<file path="config.mk">
export PLATFORM = sky130hd
export DESIGN_NAME = router_port_fifo_flat
export DESIGN_NICKNAME = d
export VERILOG_FILES = /design/src/rtl/router_pkg.sv /design/src/rtl/router_port_fifo_if.sv /design/src/rtl/router_port_fifo.sv /design/src/flat_wrapper.sv
export SDC_FILE = /design/constraint.sdc
export NUM_CORES = 1
export LEC_CHECK = 0
export CORE_MARGIN = 2
export CORE_UTILIZATION = 30
export DETAILED_ROUTE_END_ITERATION = 10
export PLACE_DENSITY_LB_ADDON = 0.2
export SETUP_SLACK_MARGIN = 0.4
export SYNTH_ARGS = -nofsm -noshare
export SYNTH_HDL_FRONTEND = slang
export SYNTH_SLANG_ARGS = --single-unit
</file>
<file path="constraint.sdc">
create_clock -name clk -period 2.4 [get_ports clk]
set_input_delay 0.36 -clock clk [delete_from_list [all_inputs] [get_ports clk]]
set_output_delay 0.36 -clock clk [all_outputs]
set_load 0.02 [all_outputs]
</file>
<file path="src/rtl/router_pkg.sv">
// Shared router definitions: default packet width, packet type, header field slices.
// Latency: n/a (types and constants only).
// Backpressure: n/a.
package router_pkg;

  // Default packet width used by every router stage.
  localparam int PCKG_SZ_DEFAULT = 40;

  typedef logic [PCKG_SZ_DEFAULT-1:0] pkt_t;

  // Header field positions inside a packet, consumed by routing stages downstream.
  localparam int TRGT_ID_MSB = 39;
  localparam int TRGT_ID_LSB = 32;
  localparam int SRC_ID_MSB  = 31;
  localparam int SRC_ID_LSB  = 24;

  // True for powers of two that are at least 2; used to validate buffer depths.
  function automatic bit is_pow2(input int v);
    return (v >= 2) && ((v & (v - 1)) == 0);
  endfunction

endpackage

</file>
<file path="src/rtl/router_port_fifo_if.sv">
// Handshake bundle between a port driver, its ingress FIFO and the arbiter.
// Latency: n/a (wires only).
// Backpressure: full/ovf report drops to the writer; udf flags a pop with nothing pending.
// Signals: push/data_in (writer -> FIFO), pop (arbiter -> FIFO),
//          data_out/pndng/full/count/ovf/udf (FIFO -> writer/arbiter).
interface router_port_fifo_if
  import router_pkg::*;
#(
  parameter int PCKG_SZ = PCKG_SZ_DEFAULT,
  parameter int DEPTH   = 16
) ();

  logic                     push;
  logic [PCKG_SZ-1:0]       data_in;
  logic                     pop;
  logic [PCKG_SZ-1:0]       data_out;
  logic                     pndng;
  logic                     full;
  logic [$clog2(DEPTH):0]   count;
  logic                     ovf;
  logic                     udf;

  // Writer/arbiter side.
  modport master (
    output push, data_in, pop,
    input  data_out, pndng, full, count, ovf, udf
  );

  // FIFO side.
  modport slave (
    input  push, data_in, pop,
    output data_out, pndng, full, count, ovf, udf
  );

  // Passive observer (property checker).
  modport mon (
    input push, data_in, pop, data_out, pndng, full, count, ovf, udf
  );

endinterface

</file>
<file path="src/rtl/router_port_fifo.sv">
// Per-port first-word-fall-through ingress packet buffer feeding the round-robin arbiter.
// Latency: a push into an empty FIFO is visible on data_out/pndng after the next edge (no bypass).
// Backpressure: push while full without pop is dropped (ovf pulse); pop while empty is ignored (udf pulse).
// Ports: clk, reset (async, active-high); port (slave modport): push, data_in, pop in;
//        data_out (head or zero), pndng, full, count, ovf, udf out.
module router_port_fifo
  import router_pkg::*;
#(
  parameter int PCKG_SZ = PCKG_SZ_DEFAULT,
  parameter int DEPTH   = 16
) (
  input  logic               clk,
  input  logic               reset,
  router_port_fifo_if.slave  port
);

  localparam int PW = $clog2(DEPTH);
  localparam int CW = PW + 1;
  localparam logic [CW-1:0] DEPTH_C = CW'(DEPTH);

  if (!is_pow2(DEPTH)) begin : g_depth_chk
    $error("router_port_fifo: DEPTH must be a power of two and at least 2");
  end

  // Storage is deliberately left out of reset; validity is tracked by count_q.
  logic [PCKG_SZ-1:0] mem_q [DEPTH];

  logic [PW-1:0] wr_ptr_q, wr_ptr_d;
  logic [PW-1:0] rd_ptr_q, rd_ptr_d;
  logic [CW-1:0] count_q,  count_d;
  logic          ovf_q,    ovf_d;
  logic          udf_q,    udf_d;

  logic pndng;
  logic full;
  logic wr_en;
  logic rd_en;

  assign pndng = (count_q != '0);
  assign full  = (count_q == DEPTH_C);

  // A simultaneous pop frees the slot this push needs, so a full FIFO still accepts it.
  assign wr_en = port.push & (~full | port.pop);
  assign rd_en = port.pop & pndng;

  always_comb begin
    wr_ptr_d = wr_ptr_q;
    rd_ptr_d = rd_ptr_q;
    count_d  = count_q;
    ovf_d    = 1'b0;
    udf_d    = 1'b0;

    // Pointers are exactly log2(DEPTH) wide, so the increment wraps on its own.
    if (wr_en) begin
      wr_ptr_d = wr_ptr_q + PW'(1);
    end
    if (rd_en) begin
      rd_ptr_d = rd_ptr_q + PW'(1);
    end

    unique case ({wr_en, rd_en})
      2'b10:   count_d = count_q + CW'(1);
      2'b01:   count_d = count_q - CW'(1);
      default: count_d = count_q;
    endcase

    ovf_d = port.push & full & ~port.pop;
    udf_d = port.pop & ~pndng;
  end

  always_ff @(posedge clk or posedge reset) begin
    if (reset) begin
      wr_ptr_q <= '0;
      rd_ptr_q <= '0;
      count_q  <= '0;
      ovf_q    <= 1'b0;
      udf_q    <= 1'b0;
    end else begin
      wr_ptr_q <= wr_ptr_d;
      rd_ptr_q <= rd_ptr_d;
      count_q  <= count_d;
      ovf_q    <= ovf_d;
      udf_q    <= udf_d;
    end
  end

  always_ff @(posedge clk) begin
    if (wr_en) begin
      mem_q[wr_ptr_q] <= port.data_in;
    end
  end

  // Head is driven from the registered read pointer so the arbiter can mux it in the pop cycle.
  assign port.data_out = pndng ? mem_q[rd_ptr_q] : '0;
  assign port.pndng    = pndng;
  assign port.full     = full;
  assign port.count    = count_q;
  assign port.ovf      = ovf_q;
  assign port.udf      = udf_q;

endmodule

</file>
<file path="src/flat_wrapper.sv">
// flat-port wrapper written by rule: the top's interface ports become plain ports
module router_port_fifo_flat import router_pkg::*;
#(
  parameter int PCKG_SZ = PCKG_SZ_DEFAULT,
  parameter int DEPTH   = 16
)
  (clk, reset, port_push, port_data_in, port_pop, port_data_out, port_pndng, port_full, port_count, port_ovf, port_udf);
  router_port_fifo_if #(.PCKG_SZ(PCKG_SZ), .DEPTH(DEPTH)) port_i ();
  input  logic clk;
  input  logic reset;
  input wire logic [$bits(port_i.push)-1:0] port_push;
  input wire logic [$bits(port_i.data_in)-1:0] port_data_in;
  input wire logic [$bits(port_i.pop)-1:0] port_pop;
  output wire logic [$bits(port_i.data_out)-1:0] port_data_out;
  output wire logic [$bits(port_i.pndng)-1:0] port_pndng;
  output wire logic [$bits(port_i.full)-1:0] port_full;
  output wire logic [$bits(port_i.count)-1:0] port_count;
  output wire logic [$bits(port_i.ovf)-1:0] port_ovf;
  output wire logic [$bits(port_i.udf)-1:0] port_udf;
  assign port_i.push = port_push;
  assign port_i.data_in = port_data_in;
  assign port_i.pop = port_pop;
  assign port_data_out = port_i.data_out;
  assign port_pndng = port_i.pndng;
  assign port_full = port_i.full;
  assign port_count = port_i.count;
  assign port_ovf = port_i.ovf;
  assign port_udf = port_i.udf;
  router_port_fifo #(.PCKG_SZ(PCKG_SZ), .DEPTH(DEPTH)) u_core (.clk(clk), .reset(reset), .port(port_i));
endmodule
</file>
==> flow_results.xml, run 1 <==
<?xml version="1.0" encoding="UTF-8"?>
<metrics>
  <group name="route">
    <metric name="via_count" unit="">13008</metric>
    <metric name="drt_drc_violations_left" unit="">0</metric>
    <metric name="route.antenna.remaining_nets" unit="">0</metric>
    <metric name="route.top_layer_used" unit="">met5</metric>
    <metric name="detail_route.wirelength.met1" unit="um">29600</metric>
    <metric name="drtPass1Iterations" unit="">7</metric>
    <metric name="violation_count_after_the_first_detailed_routing_iteration" unit="">1037</metric>
    <metric name="post_drt_via_cell_ratio" unit="">4.86</metric>
    <metric name="met2WireLength" unit="um">36300</metric>
    <metric name="postRouteWirelength" unit="um">70400</metric>
    <metric name="routedWlPerCell" unit="um">26.3</metric>
    <metric name="detail_route_met3_wl" unit="um">2740</metric>
  </group>
  <group name="timing">
    <metric name="final.setup.worst_slack" unit="ps">-529</metric>
    <metric name="grt_setup_unrepaired" unit="">true</metric>
    <metric name="timing.slew.headroom" unit="%">53.7</metric>
    <metric name="fmax" unit="GHz">0.341</metric>
    <metric name="finalHoldWorstSlack" unit="ps">353</metric>
    <metric name="clock-skew-final" unit="ps">20.3</metric>
    <metric name="tightestPinTransition" unit="ps">693</metric>
    <metric name="final_period_minus_worst_setup_slack" unit="ps">2930</metric>
    <metric name="slew_viol_final" unit="">0</metric>
    <metric name="setup_viol_count_final" unit="">78</metric>
    <metric name="hold_violations" unit="">0</metric>
    <metric name="finalCritPeriodShare" unit="%">122</metric>
    <metric name="finalSetupTns" unit="ps">-18960</metric>
  </group>
  <group name="worst_setup_path">
    <metric name="startpoint_type" unit="">register</metric>
    <metric name="endpoint_required_time_on_the_critical_path" unit="ps">2040</metric>
    <metric name="worstPathArrival" unit="ps">2570</metric>
    <metric name="worst-r2r-cell-count" unit="">12</metric>
    <metric name="critPathLaunch" unit="">u_core.rd_ptr_q[1]</metric>
    <metric name="worst-r2r-setup-slack" unit="ps">-40</metric>
    <metric name="r2r-end" unit="">u_core.mem_q[3][25]</metric>
    <metric name="end_kind" unit="">output port</metric>
    <metric name="critPathKind" unit="">reg2out</metric>
    <metric name="worst_r2r_startpoint" unit="">u_core.port.count[1]</metric>
    <metric name="setup.worst_path.end" unit="">port_data_out[38]</metric>
    <metric name="worst-path-max-fanout" unit="">8</metric>
  </group>
  <group name="clock_network">
    <metric name="clk_latency" unit="ps">610</metric>
    <metric name="clk_root_buffer_cell" unit="">sky130_fd_sc_hd__clkbuf_16</metric>
    <metric name="clock_path_buffers" unit="">3</metric>
    <metric name="path_clk_slew" unit="ps">60</metric>
    <metric name="hold_buffers" unit="">0</metric>
    <metric name="cts-buffers-inserted" unit="">75</metric>
    <metric name="ctsHtreeMaxLevel" unit="">3</metric>
    <metric name="tritoncts" unit="">done</metric>
    <metric name="clock_sink_count" unit="">655</metric>
  </group>
  <group name="logic_synthesis">
    <metric name="synth_seq_cells" unit="">655</metric>
    <metric name="netlist_instances" unit="">1127</metric>
    <metric name="synth-seq-area-share" unit="%">77.5</metric>
    <metric name="cell_area_after_synthesis" unit="um^2">25300</metric>
    <metric name="synth-edff-count" unit="">640</metric>
    <metric name="postSynth.asyncResetShare" unit="%">2.29</metric>
    <metric name="syn_area_per_cell" unit="um^2">22.4</metric>
    <metric name="synth_ff_type" unit="">sky130_fd_sc_hd__edfxtp_1</metric>
    <metric name="synth_warnings" unit="">0</metric>
    <metric name="syn-num-nets" unit="">1179</metric>
    <metric name="yosys.cell_types.count" unit="">43</metric>
  </group>
  <group name="placed_design">
    <metric name="finalWeightedCongestion" unit="">0.713</metric>
    <metric name="buffer_ports.inserted" unit="">92</metric>
    <metric name="placedCellCount" unit="">2379</metric>
    <metric name="postPlaceCellArea" unit="um^2">29400</metric>
    <metric name="place.detailed.hpwl" unit="um">36700</metric>
  </group>
  <group name="global_route">
    <metric name="gr-usage-all-layers" unit="%">15.9</metric>
    <metric name="first_pass_grt_wire_length" unit="um">98500</metric>
    <metric name="grt-ovfl-total" unit="">0</metric>
    <metric name="via_count_of_the_first_global_routing_pass" unit="">13785</metric>
    <metric name="maximum_number_of_pins_on_one_net_before_global_route_repair" unit="">29</metric>
    <metric name="antenna_found_initial" unit="">6</metric>
  </group>
  <group name="finish">
    <metric name="fin_area" unit="um^2">35400</metric>
    <metric name="final_nets" unit="">1588</metric>
    <metric name="final.fill_count" unit="">7232</metric>
    <metric name="synthToLayoutAreaGrowth" unit="%">39.8</metric>
    <metric name="layout.cells.non_filler" unit="">2677</metric>
    <metric name="final_layout_size_suffix_gt1_share" unit="%">46.0</metric>
  </group>
  <group name="pwr">
    <metric name="vdd_ir_drop_max" unit="mV">0.997</metric>
    <metric name="power_switching" unit="mW">13.6</metric>
    <metric name="p_total" unit="mW">44.1</metric>
    <metric name="clkPwrFrac" unit="%">25.9</metric>
    <metric name="leakage" unit="nW">11.9</metric>
    <metric name="internal_power" unit="mW">30.5</metric>
    <metric name="power_frac_seq" unit="%">32.2</metric>
    <metric name="power_frac_comb" unit="%">41.9</metric>
    <metric name="p_sw_share" unit="%">30.8</metric>
    <metric name="power.density" unit="nW/um^2">1250</metric>
  </group>
  <group name="run">
    <metric name="cap_viol_max_count" unit="">0</metric>
  </group>
  <group name="die">
    <metric name="num_rows" unit="">106</metric>
    <metric name="chipWidth" unit="um">294</metric>
    <metric name="design.die.area" unit="um^2">86600</metric>
    <metric name="fp.coreArea" unit="um^2">83600</metric>
    <metric name="die_height" unit="um">294</metric>
    <metric name="initial_core_util" unit="%">30.3</metric>
    <metric name="num_io_pins" unit="">93</metric>
  </group>
  <group name="status">
    <metric name="failing_checks" unit="">setup timing</metric>
    <metric name="run_status" unit="">complete, but fails checks</metric>
  </group>
  <group name="hold_path">
    <metric name="worst_hold_path_type" unit="">in2async</metric>
  </group>
</metrics>
logic make-up (layout without fill, tap and decap cells):
group,count (synthesis),after routing,share of synthesized area (%)
AOI/OAI and AO/OA,93,93,2.26
buffers and inverters,70,539,1.59
and+or+nand+nor,85,85,1.95
muxes,204,204,15.9
xor gates and xnor gates,12,12,0.416
other,0,1,0
DFF,655,655,77.5
adders and majority gates,8,8,0.396
cells in the final DEF, fill, tap and decap left out, types with 5 or more instances in the layout:
master                            instances
sky130_fd_sc_hd__and2_4                  16
sky130_fd_sc_hd__buf_12                 110
sky130_fd_sc_hd__buf_16                  42
sky130_fd_sc_hd__buf_4                   82
sky130_fd_sc_hd__buf_6                   72
sky130_fd_sc_hd__buf_8                   15
sky130_fd_sc_hd__bufinv_16                8
sky130_fd_sc_hd__clkbuf_1                12
sky130_fd_sc_hd__clkbuf_16               95
sky130_fd_sc_hd__clkdlybuf4s50_1         46
sky130_fd_sc_hd__clkinv_1                13
sky130_fd_sc_hd__clkinv_2                17
sky130_fd_sc_hd__dfrtp_1                  9
sky130_fd_sc_hd__edfxtp_1               640
sky130_fd_sc_hd__ha_1                     5
sky130_fd_sc_hd__inv_1                    7
sky130_fd_sc_hd__inv_6                    5
sky130_fd_sc_hd__mux2i_1                 23
sky130_fd_sc_hd__mux2i_2                 15
sky130_fd_sc_hd__mux2i_4                  5
sky130_fd_sc_hd__mux4_2                 158
sky130_fd_sc_hd__nand2b_1                 8
sky130_fd_sc_hd__nand2b_4                14
sky130_fd_sc_hd__nor2_1                  14
sky130_fd_sc_hd__nor2_2                   5
sky130_fd_sc_hd__o211ai_1                22
sky130_fd_sc_hd__o21ai_1                 27
sky130_fd_sc_hd__o21ai_2                 14
sky130_fd_sc_hd__o22ai_2                 17
sky130_fd_sc_hd__xnor2_1                  8
flip-flops by register name (all words and copies together) (netlist names):
name               count
u_core.port.ovf        1
u_core.port.count      5
u_core.mem_q         640
u_core.port.udf        1
u_core.wr_ptr_q        4
u_core.rd_ptr_q        4
per-stage QoR:
step / setup WS [ps] / utilization, %
after global placement: -300 / 35.2
final: -529 / 42.3
after CTS: -580 / 41.3
after global routing: -623 / 42.3
after detailed placement: -260 / 35.2
after floorplan: -155 / -
final cells by class:
class	count	area, um^2	share of cell area, %
multi-input cells	402	5880	16.6
clock buffers	90	2000	5.65
flip-flops and latches	655	19600	55.5
diodes	1	2.50	0.00708
well taps	1080	1350	3.82
inverters	10	41.3	0.117
repair buffers	392	6010	17.0
clock inverters	47	472	1.33
worst max-delay path, stage by stage, from the launching register on:
cell,delay [ps]
sky130_fd_sc_hd__dfrtp_4,520
sky130_fd_sc_hd__buf_12,200
sky130_fd_sc_hd__mux4_2,520
sky130_fd_sc_hd__mux2_4,290
sky130_fd_sc_hd__nand2_2,60
sky130_fd_sc_hd__o31ai_2,60
sky130_fd_sc_hd__buf_4,170
sky130_fd_sc_hd__buf_6,130
power groups by stage:
stage                     sequential (mW)  combinational [mW]  clock (mW)
final                                14.2                18.5        11.4
after floorplan                      14.3                8.16           0
after detailed placement             14.4                14.7           0
after CTS                            14.2                17.8        11.7
after global routing                 14.3                19.6        12.1
after global placement               14.4                14.7           0
repair_timing:
action | CTS | global route
cloned | 40 | 20
setup endpoints to repair | 691 | 688
setup buffers | 85 | 15
resized for setup | 385 | 50
pin swaps | 39 | 28
cell usage after synthesis, types with 4 or more instances:
cell type / n / share of area [%]
sky130_fd_sc_hd__nand2b_1: 22 / 0.54
sky130_fd_sc_hd__xnor2_1: 8 / 0.28
sky130_fd_sc_hd__xor2_1: 4 / 0.14
sky130_fd_sc_hd__edfxtp_1: 640 / 76
sky130_fd_sc_hd__buf_2: 27 / 0.53
sky130_fd_sc_hd__nand3_1: 4 / 0.079
sky130_fd_sc_hd__o22ai_1: 18 / 0.45
sky130_fd_sc_hd__mux2i_1: 43 / 1.7
sky130_fd_sc_hd__buf_4: 14 / 0.42
sky130_fd_sc_hd__mux4_2: 158 / 14
sky130_fd_sc_hd__nor2_1: 20 / 0.30
sky130_fd_sc_hd__clkbuf_1: 7 / 0.10
sky130_fd_sc_hd__buf_6: 7 / 0.31
sky130_fd_sc_hd__buf_1: 5 / 0.074
sky130_fd_sc_hd__nand2_1: 7 / 0.10
sky130_fd_sc_hd__o21ai_1: 41 / 0.81
sky130_fd_sc_hd__and2_1: 16 / 0.40
sky130_fd_sc_hd__ha_1: 8 / 0.40
sky130_fd_sc_hd__dfrtp_1: 15 / 1.5
sky130_fd_sc_hd__o211ai_1: 22 / 0.65
sky130_fd_sc_hd__inv_1: 8 / 0.12
how the worst min path moves through the flow:
stage / startpoint / endpoint / slack [ps] / depth (start not counted)
floorplan: reset / u_core.port.count[3] / 260 / 1
global placement: u_core.rd_ptr_q[2] / u_core.rd_ptr_q[2] / 480 / 1
detailed placement: u_core.rd_ptr_q[2] / u_core.rd_ptr_q[2] / 490 / 1
CTS: reset / u_core.port.count[4] / 330 / 2
global route: reset / u_core.port.count[4] / 370 / 2
finish: reset / u_core.port.count[4] / 350 / 2
routing by layer:
layer	vias to the layer above	track usage [%]
met1	7015	20.7
li1	5596	-
met4	10	3.70
met3	105	3.05
met2	282	27.5
met5	-	0
No activity file was read; power rests on OpenSTA's default activity.
==> run 2, diff against run 1 <==
CORE_MARGIN = unset   (was 2)
CTS_BUF_LIST = sky130_fd_sc_hd__clkbuf_2 sky130_fd_sc_hd__clkbuf_4 sky130_fd_sc_hd__clkbuf_8   (was unset)
GPL_TIMING_DRIVEN = 0   (was unset)
==> flow_results.xml, run 2 (same netlist as run 1, synthesis figures left out) <==
<?xml version="1.0" encoding="UTF-8"?>
<metrics>
  <group name="route">
    <metric name="post_drt_via_cell_ratio" unit="">5.04</metric>
    <metric name="violation_count_after_the_first_detailed_routing_iteration" unit="">1328</metric>
    <metric name="postRouteWirelength" unit="um">80500</metric>
    <metric name="routedWlPerCell" unit="um">29.6</metric>
    <metric name="drt_drc_violations_left" unit="">0</metric>
    <metric name="via_count" unit="">13702</metric>
    <metric name="route.antenna.remaining_nets" unit="">0</metric>
    <metric name="drtPass1Iterations" unit="">7</metric>
  </group>
  <group name="clock_network">
    <metric name="clock_sink_count" unit="">655</metric>
    <metric name="cts-buffers-inserted" unit="">109</metric>
    <metric name="ctsHtreeMaxLevel" unit="">3</metric>
    <metric name="clk_latency" unit="ps">730</metric>
    <metric name="tritoncts" unit="">done</metric>
    <metric name="path_clk_slew" unit="ps">60</metric>
    <metric name="clock_path_buffers" unit="">3</metric>
    <metric name="clk_root_buffer_cell" unit="">sky130_fd_sc_hd__clkbuf_8</metric>
  </group>
  <group name="global_route">
    <metric name="maximum_number_of_pins_on_one_net_before_global_route_repair" unit="">41</metric>
    <metric name="grt-busiest-layer" unit="">met2</metric>
    <metric name="first_pass_grt_wire_length" unit="um">99500</metric>
    <metric name="grt_util_met2" unit="%">28.1</metric>
    <metric name="grt-ovfl-total" unit="">0</metric>
    <metric name="antenna_found_initial" unit="">6</metric>
    <metric name="gr-usage-all-layers" unit="%">16.7</metric>
    <metric name="grt_use_met3" unit="%">3.41</metric>
    <metric name="grt_util_met1" unit="%">21.9</metric>
    <metric name="via_count_of_the_first_global_routing_pass" unit="">13465</metric>
  </group>
  <group name="worst_setup_path">
    <metric name="critPathKind" unit="">reg2out</metric>
    <metric name="startpoint_type" unit="">register</metric>
    <metric name="end_kind" unit="">output port</metric>
    <metric name="worstPathArrival" unit="ps">2670</metric>
    <metric name="endpoint_required_time_on_the_critical_path" unit="ps">2040</metric>
    <metric name="worst-path-max-fanout" unit="">5</metric>
  </group>
  <group name="timing">
    <metric name="tightestPinTransition" unit="ps">850</metric>
    <metric name="slew_viol_final" unit="">0</metric>
    <metric name="grt_setup_unrepaired" unit="">true</metric>
    <metric name="hold_violations" unit="">0</metric>
    <metric name="finalHoldWorstSlack" unit="ps">44.5</metric>
    <metric name="clock-skew-final" unit="ps">24.9</metric>
    <metric name="finalSetupTns" unit="ps">-97260</metric>
    <metric name="final.setup.worst_slack" unit="ps">-630</metric>
    <metric name="fmax" unit="GHz">0.330</metric>
    <metric name="setup_viol_count_final" unit="">459</metric>
    <metric name="finalCritPeriodShare" unit="%">126</metric>
    <metric name="final_period_minus_worst_setup_slack" unit="ps">3030</metric>
    <metric name="timing.slew.headroom" unit="%">43.4</metric>
  </group>
  <group name="finish">
    <metric name="area_of_the_multi_input_gates" unit="um^2">6240</metric>
    <metric name="final.fill_count" unit="">7452</metric>
    <metric name="final_nets" unit="">1601</metric>
    <metric name="sequential_cell_area" unit="um^2">19600</metric>
    <metric name="max_ffs_per_register" unit="">640</metric>
    <metric name="mostFrequentLayoutCell" unit="">sky130_fd_sc_hd__edfxtp_1</metric>
    <metric name="synthToLayoutAreaGrowth" unit="%">33.2</metric>
    <metric name="fin_area" unit="um^2">33700</metric>
    <metric name="layout.cells.non_filler" unit="">2721</metric>
    <metric name="final_layout_size_suffix_gt1_share" unit="%">46.7</metric>
    <metric name="layout_common_cells" unit="">sky130_fd_sc_hd__edfxtp_1 (640), sky130_fd_sc_hd__mux4_2 (158), sky130_fd_sc_hd__clkbuf_8 (112)</metric>
    <metric name="regMostFlops" unit="">u_core.mem_q</metric>
  </group>
  <group name="pwr">
    <metric name="leakage" unit="nW">11.3</metric>
    <metric name="power_frac_comb" unit="%">43.7</metric>
    <metric name="p_sw_share" unit="%">33.9</metric>
    <metric name="vdd_ir_drop_max" unit="mV">0.735</metric>
    <metric name="power.density" unit="nW/um^2">1270</metric>
    <metric name="power_switching" unit="mW">14.5</metric>
    <metric name="clkPwrFrac" unit="%">23.1</metric>
    <metric name="power_frac_seq" unit="%">33.2</metric>
    <metric name="internal_power" unit="mW">28.2</metric>
  </group>
  <group name="run">
    <metric name="cap_viol_max_count" unit="">0</metric>
  </group>
  <group name="die">
    <metric name="initial_core_util" unit="%">30.3</metric>
    <metric name="design.die.area" unit="um^2">85500</metric>
    <metric name="num_io_pins" unit="">93</metric>
    <metric name="num_rows" unit="">106</metric>
    <metric name="fp.coreArea" unit="um^2">83600</metric>
    <metric name="chipWidth" unit="um">292</metric>
    <metric name="die_height" unit="um">292</metric>
  </group>
  <group name="hold_path">
    <metric name="worst_hold_path_type" unit="">in2async</metric>
  </group>
  <group name="placed_design">
    <metric name="placedCellCount" unit="">2299</metric>
    <metric name="place.detailed.hpwl" unit="um">34200</metric>
    <metric name="finalWeightedCongestion" unit="">0.691</metric>
    <metric name="buffer_ports.inserted" unit="">92</metric>
    <metric name="preCtsSetupSlack" unit="ps">-1070</metric>
    <metric name="postPlaceCellArea" unit="um^2">27800</metric>
  </group>
  <group name="status">
    <metric name="failing_checks" unit="">setup timing</metric>
    <metric name="run_status" unit="">complete, but fails checks</metric>
  </group>
</metrics>
==> run 2: metal layers <==
| metal | routed length, um | part of all wire (%) | vias to the layer above |
|---|---|---|---|
| met1 | 32800 | 41 | 7360 |
| met4 | 2120 | 2.6 | 4 |
| met5 | 26 | 0.032 | - |
| met3 | 5300 | 6.6 | 147 |
| li1 | - | - | 5673 |
| met2 | 40200 | 50 | 518 |
==> run 2: stage by stage <==
step / utilization (%) / total power, mW
floorplan: - / 22.5
global placement: 33.2 / 27.6
detailed placement: 33.2 / 27.8
CTS: 38.3 / 41.0
global route: 40.3 / 44.2
finish: 40.3 / 42.7
==> run 2: worst paths after layout <==
kind,cells after the start,start,slack [ps],endpoint
setup / recovery,8,u_core.rd_ptr_q[1],-630,port_data_out[34]
hold / removal,2,reset,40,u_core.port.ovf
setup reg to reg,17,u_core.port.count[1],-350,u_core.mem_q[5][21]
hold reg to reg,1,u_core.rd_ptr_q[2],540,u_core.rd_ptr_q[2]
max in group asynchronous,2,reset,1880,u_core.port.count[3]
min in group clk,3,port_push,260,u_core.port.ovf
==> run 2: cell type report <==
| cell class | instances | share of cell area, % |
|---|---|---|
| plain buffers | 60 | 2.62 |
| clock buffers | 152 | 5.43 |
| multi-input cells | 455 | 18.5 |
| well taps | 1080 | 4.01 |
| repair buffers | 258 | 10.1 |
| diodes | 4 | 0.0297 |
| inverters | 10 | 0.126 |
| flip-flops and latches | 655 | 58.2 |
| clock inverters | 47 | 0.981 |
==> run 2: power by group through the flow <==
stage          Combinational [mW]  Sequential [mW]  Clock, mW
2_1_floorplan                8.16             14.3          0
3_3_place_gp                 13.3             14.3          0
3_5_place_dp                 13.4             14.4          0
4_1_cts                      16.8             14.2       10.0
5_1_grt                      19.5             14.2       10.5
6_report                     18.7             14.2       9.87
==> run 2: repair_timing <==
item / in CTS / in global routing
gates resized for setup: 435 / 128
buffers inserted: 71 / 77
hold buffers: 0 / 0
pin swaps: 30 / 30
endpoints found under the setup margin: 695 / 694
gates cloned: 28 / 43
==> run 2: critical path, stage by stage, from the launching register on <==
cell	delay, ps
sky130_fd_sc_hd__dfrtp_2	430
sky130_fd_sc_hd__buf_4	150
sky130_fd_sc_hd__buf_12	140
sky130_fd_sc_hd__buf_12	110
sky130_fd_sc_hd__buf_16	110
sky130_fd_sc_hd__mux4_2	500
sky130_fd_sc_hd__mux2i_1	190
sky130_fd_sc_hd__o22ai_2	160
sky130_fd_sc_hd__buf_6	160
==> run 3, diff against run 2 <==
CTS_CLUSTER_SIZE = 8   (was unset)
==> flow_results.xml, run 3 (same netlist as run 1, synthesis figures left out) <==
<?xml version="1.0" encoding="UTF-8"?>
<metrics>
  <group name="status">
    <metric name="run_status" unit="">complete, but fails checks</metric>
    <metric name="failing_checks" unit="">setup timing</metric>
  </group>
  <group name="worst_setup_path">
    <metric name="worst-path-max-fanout" unit="">5</metric>
    <metric name="worstPathArrival" unit="ps">2710</metric>
    <metric name="endpoint_required_time_on_the_critical_path" unit="ps">2040</metric>
    <metric name="critical_path.max_stage_delay" unit="ps">510</metric>
    <metric name="critPathMostFrequentCell" unit="">sky130_fd_sc_hd__buf_12</metric>
    <metric name="end_kind" unit="">output port</metric>
    <metric name="cp_slowest_cell" unit="">sky130_fd_sc_hd__mux4_2</metric>
    <metric name="crit_path_buf_inv_count" unit="">4</metric>
    <metric name="critPathKind" unit="">reg2out</metric>
    <metric name="worstPathCellList" unit="">buf_12 -&gt; buf_8 -&gt; buf_12 -&gt; mux4_2 -&gt; o211ai_1 -&gt; o21ai_2 -&gt; buf_6</metric>
    <metric name="worst_path_dominant_cell_family" unit="">buffers and inverters</metric>
    <metric name="startpoint_type" unit="">register</metric>
  </group>
  <group name="finish">
    <metric name="fin_area" unit="um^2">33800</metric>
    <metric name="mostFrequentLayoutCell" unit="">sky130_fd_sc_hd__edfxtp_1</metric>
    <metric name="layout_common_cells" unit="">sky130_fd_sc_hd__edfxtp_1 (640), sky130_fd_sc_hd__mux4_2 (158), sky130_fd_sc_hd__clkbuf_8 (113)</metric>
    <metric name="final_nets" unit="">1615</metric>
    <metric name="final.fill_count" unit="">7434</metric>
    <metric name="final_layout_size_suffix_gt1_share" unit="%">47.4</metric>
    <metric name="max_ffs_per_register" unit="">640</metric>
    <metric name="sequential_cell_area" unit="um^2">19600</metric>
    <metric name="regMostFlops" unit="">u_core.mem_q</metric>
    <metric name="area_of_the_multi_input_gates" unit="um^2">6250</metric>
    <metric name="synthToLayoutAreaGrowth" unit="%">33.6</metric>
  </group>
  <group name="die">
    <metric name="design.die.area" unit="um^2">85500</metric>
    <metric name="die_height" unit="um">292</metric>
    <metric name="fp.coreArea" unit="um^2">83600</metric>
    <metric name="chipWidth" unit="um">292</metric>
    <metric name="num_io_pins" unit="">93</metric>
    <metric name="num_rows" unit="">106</metric>
    <metric name="initial_core_util" unit="%">30.3</metric>
  </group>
  <group name="route">
    <metric name="via_count" unit="">13888</metric>
    <metric name="route.antenna.remaining_nets" unit="">0</metric>
    <metric name="post_drt_via_cell_ratio" unit="">5.08</metric>
    <metric name="routedWlPerCell" unit="um">30.0</metric>
    <metric name="drt_drc_violations_left" unit="">0</metric>
    <metric name="drtPass1Iterations" unit="">5</metric>
    <metric name="violation_count_after_the_first_detailed_routing_iteration" unit="">1257</metric>
    <metric name="postRouteWirelength" unit="um">82000</metric>
  </group>
  <group name="placed_design">
    <metric name="finalWeightedCongestion" unit="">0.691</metric>
    <metric name="buffer_ports.inserted" unit="">92</metric>
    <metric name="postPlaceCellArea" unit="um^2">27800</metric>
    <metric name="place.detailed.hpwl" unit="um">34200</metric>
    <metric name="preCtsSetupSlack" unit="ps">-1070</metric>
  </group>
  <group name="global_route">
    <metric name="antenna_found_initial" unit="">3</metric>
    <metric name="via_count_of_the_first_global_routing_pass" unit="">13295</metric>
    <metric name="maximum_number_of_pins_on_one_net_before_global_route_repair" unit="">41</metric>
    <metric name="gr-usage-all-layers" unit="%">16.3</metric>
    <metric name="grt-ovfl-total" unit="">0</metric>
    <metric name="first_pass_grt_wire_length" unit="um">97600</metric>
  </group>
  <group name="timing">
    <metric name="finalCritPeriodShare" unit="%">128</metric>
    <metric name="grt_setup_unrepaired" unit="">true</metric>
    <metric name="slew_viol_final" unit="">0</metric>
    <metric name="fmax" unit="GHz">0.326</metric>
    <metric name="final_period_minus_worst_setup_slack" unit="ps">3070</metric>
    <metric name="final.setup.worst_slack" unit="ps">-666</metric>
    <metric name="clock-skew-final" unit="ps">40.7</metric>
    <metric name="hold_violations" unit="">0</metric>
    <metric name="setup_viol_count_final" unit="">606</metric>
    <metric name="timing.slew.headroom" unit="%">20.4</metric>
    <metric name="tightestPinTransition" unit="ps">1190</metric>
  </group>
  <group name="pwr">
    <metric name="power_frac_comb" unit="%">44.0</metric>
    <metric name="power_frac_seq" unit="%">33.0</metric>
    <metric name="p_sw_share" unit="%">33.9</metric>
    <metric name="internal_power" unit="mW">28.3</metric>
    <metric name="power_switching" unit="mW">14.6</metric>
    <metric name="leakage" unit="nW">11.4</metric>
    <metric name="p_total" unit="mW">42.9</metric>
    <metric name="vdd_ir_drop_max" unit="mV">0.733</metric>
    <metric name="clkPwrFrac" unit="%">23.0</metric>
    <metric name="power.density" unit="nW/um^2">1270</metric>
  </group>
  <group name="clock_network">
    <metric name="clock_path_buffers" unit="">3</metric>
    <metric name="clk_latency" unit="ps">720</metric>
    <metric name="path_clk_slew" unit="ps">60</metric>
    <metric name="tritoncts" unit="">done</metric>
    <metric name="hold_buffers" unit="">0</metric>
    <metric name="clock_sink_count" unit="">655</metric>
    <metric name="cts-buffers-inserted" unit="">109</metric>
    <metric name="clk_root_buffer_cell" unit="">sky130_fd_sc_hd__clkbuf_8</metric>
    <metric name="ctsHtreeMaxLevel" unit="">3</metric>
  </group>
  <group name="hold_path">
    <metric name="worst_hold_path_type" unit="">in2async</metric>
  </group>
  <group name="run">
    <metric name="cap_viol_max_count" unit="">0</metric>
  </group>
</metrics>
## run 3: routing by layer
layer	GRT usage [%]	up-vias	part of all wire, %	routed length (um)
li1	-	5704	-	-
met1	21.4	7482	42	34200
met2	27.7	553	49	40000
met3	3.12	145	7.0	5700
met4	4.44	4	2.5	2080
met5	0	-	0.028	23
## run 3: per-stage QoR
stage | hold slack, ps | util [%] | cells | setup TNS (ps)
after global placement | 476 | 33.2 | 2299 | -442640
after floorplan | 261 | - | 1127 | -301
final | 46.4 | 40.4 | 2734 | -151070
after detailed placement | 492 | 33.2 | 2299 | -443880
after global routing | 107 | 40.4 | 2731 | -181420
after CTS | 12.7 | 37.8 | 2568 | -123700
## run 3: path summary, 6_finish.rpt
path / from / to / slack [ps] / cells past startpoint
setup / recovery: u_core.rd_ptr_q[0] / port_data_out[36] / -670 / 7
min in group clk: port_push / u_core.port.ovf / 250 / 3
hold reg to reg: u_core.rd_ptr_q[2] / u_core.rd_ptr_q[2] / 530 / 1
max in group asynchronous: reset / u_core.port.count[3] / 1850 / 2
setup reg to reg: u_core.port.count[2] / u_core.mem_q[4][9] / -500 / 17
hold / removal: reset / u_core.port.ovf / 50 / 2
## run 3: final cells by class
type	count	share of cell area, %
Antenna cell	3	0.0222
Buffer	60	2.59
Clock buffer	167	5.77
Clock inverter	32	0.633
Inverter	10	0.126
Multi-Input combinational cell	456	18.5
Sequential cell	655	58.0
Tap cell	1080	4.00
Timing Repair Buffer	271	10.3
## run 3: power by group through the flow
stage          Clock [mW]  Combinational, mW  Sequential (mW)
2_1_floorplan           0               8.16             14.3
3_3_place_gp            0               13.3             14.3
3_5_place_dp            0               13.4             14.4
4_1_cts              10.0               16.3             14.2
5_1_grt              10.5               19.7             14.2
6_report             9.85               18.9             14.2
## run 3: worst reg2reg max path: cells and delay by family, from the launching register on
family / cells / cell delay, ps
AOI/OAI and AO/OA: 1 / 190
and+or+nand+nor: 3 / 490
DFF: 1 / 370
buffers and inverters: 13 / 1530
## run 3: timing repair
action,CTS,global route
setup buffers,51,111
endpoints found under the setup margin,695,694
resized for setup,423,154
endpoints found under the hold margin,0,0
pin swaps,29,32
gates cloned,19,52
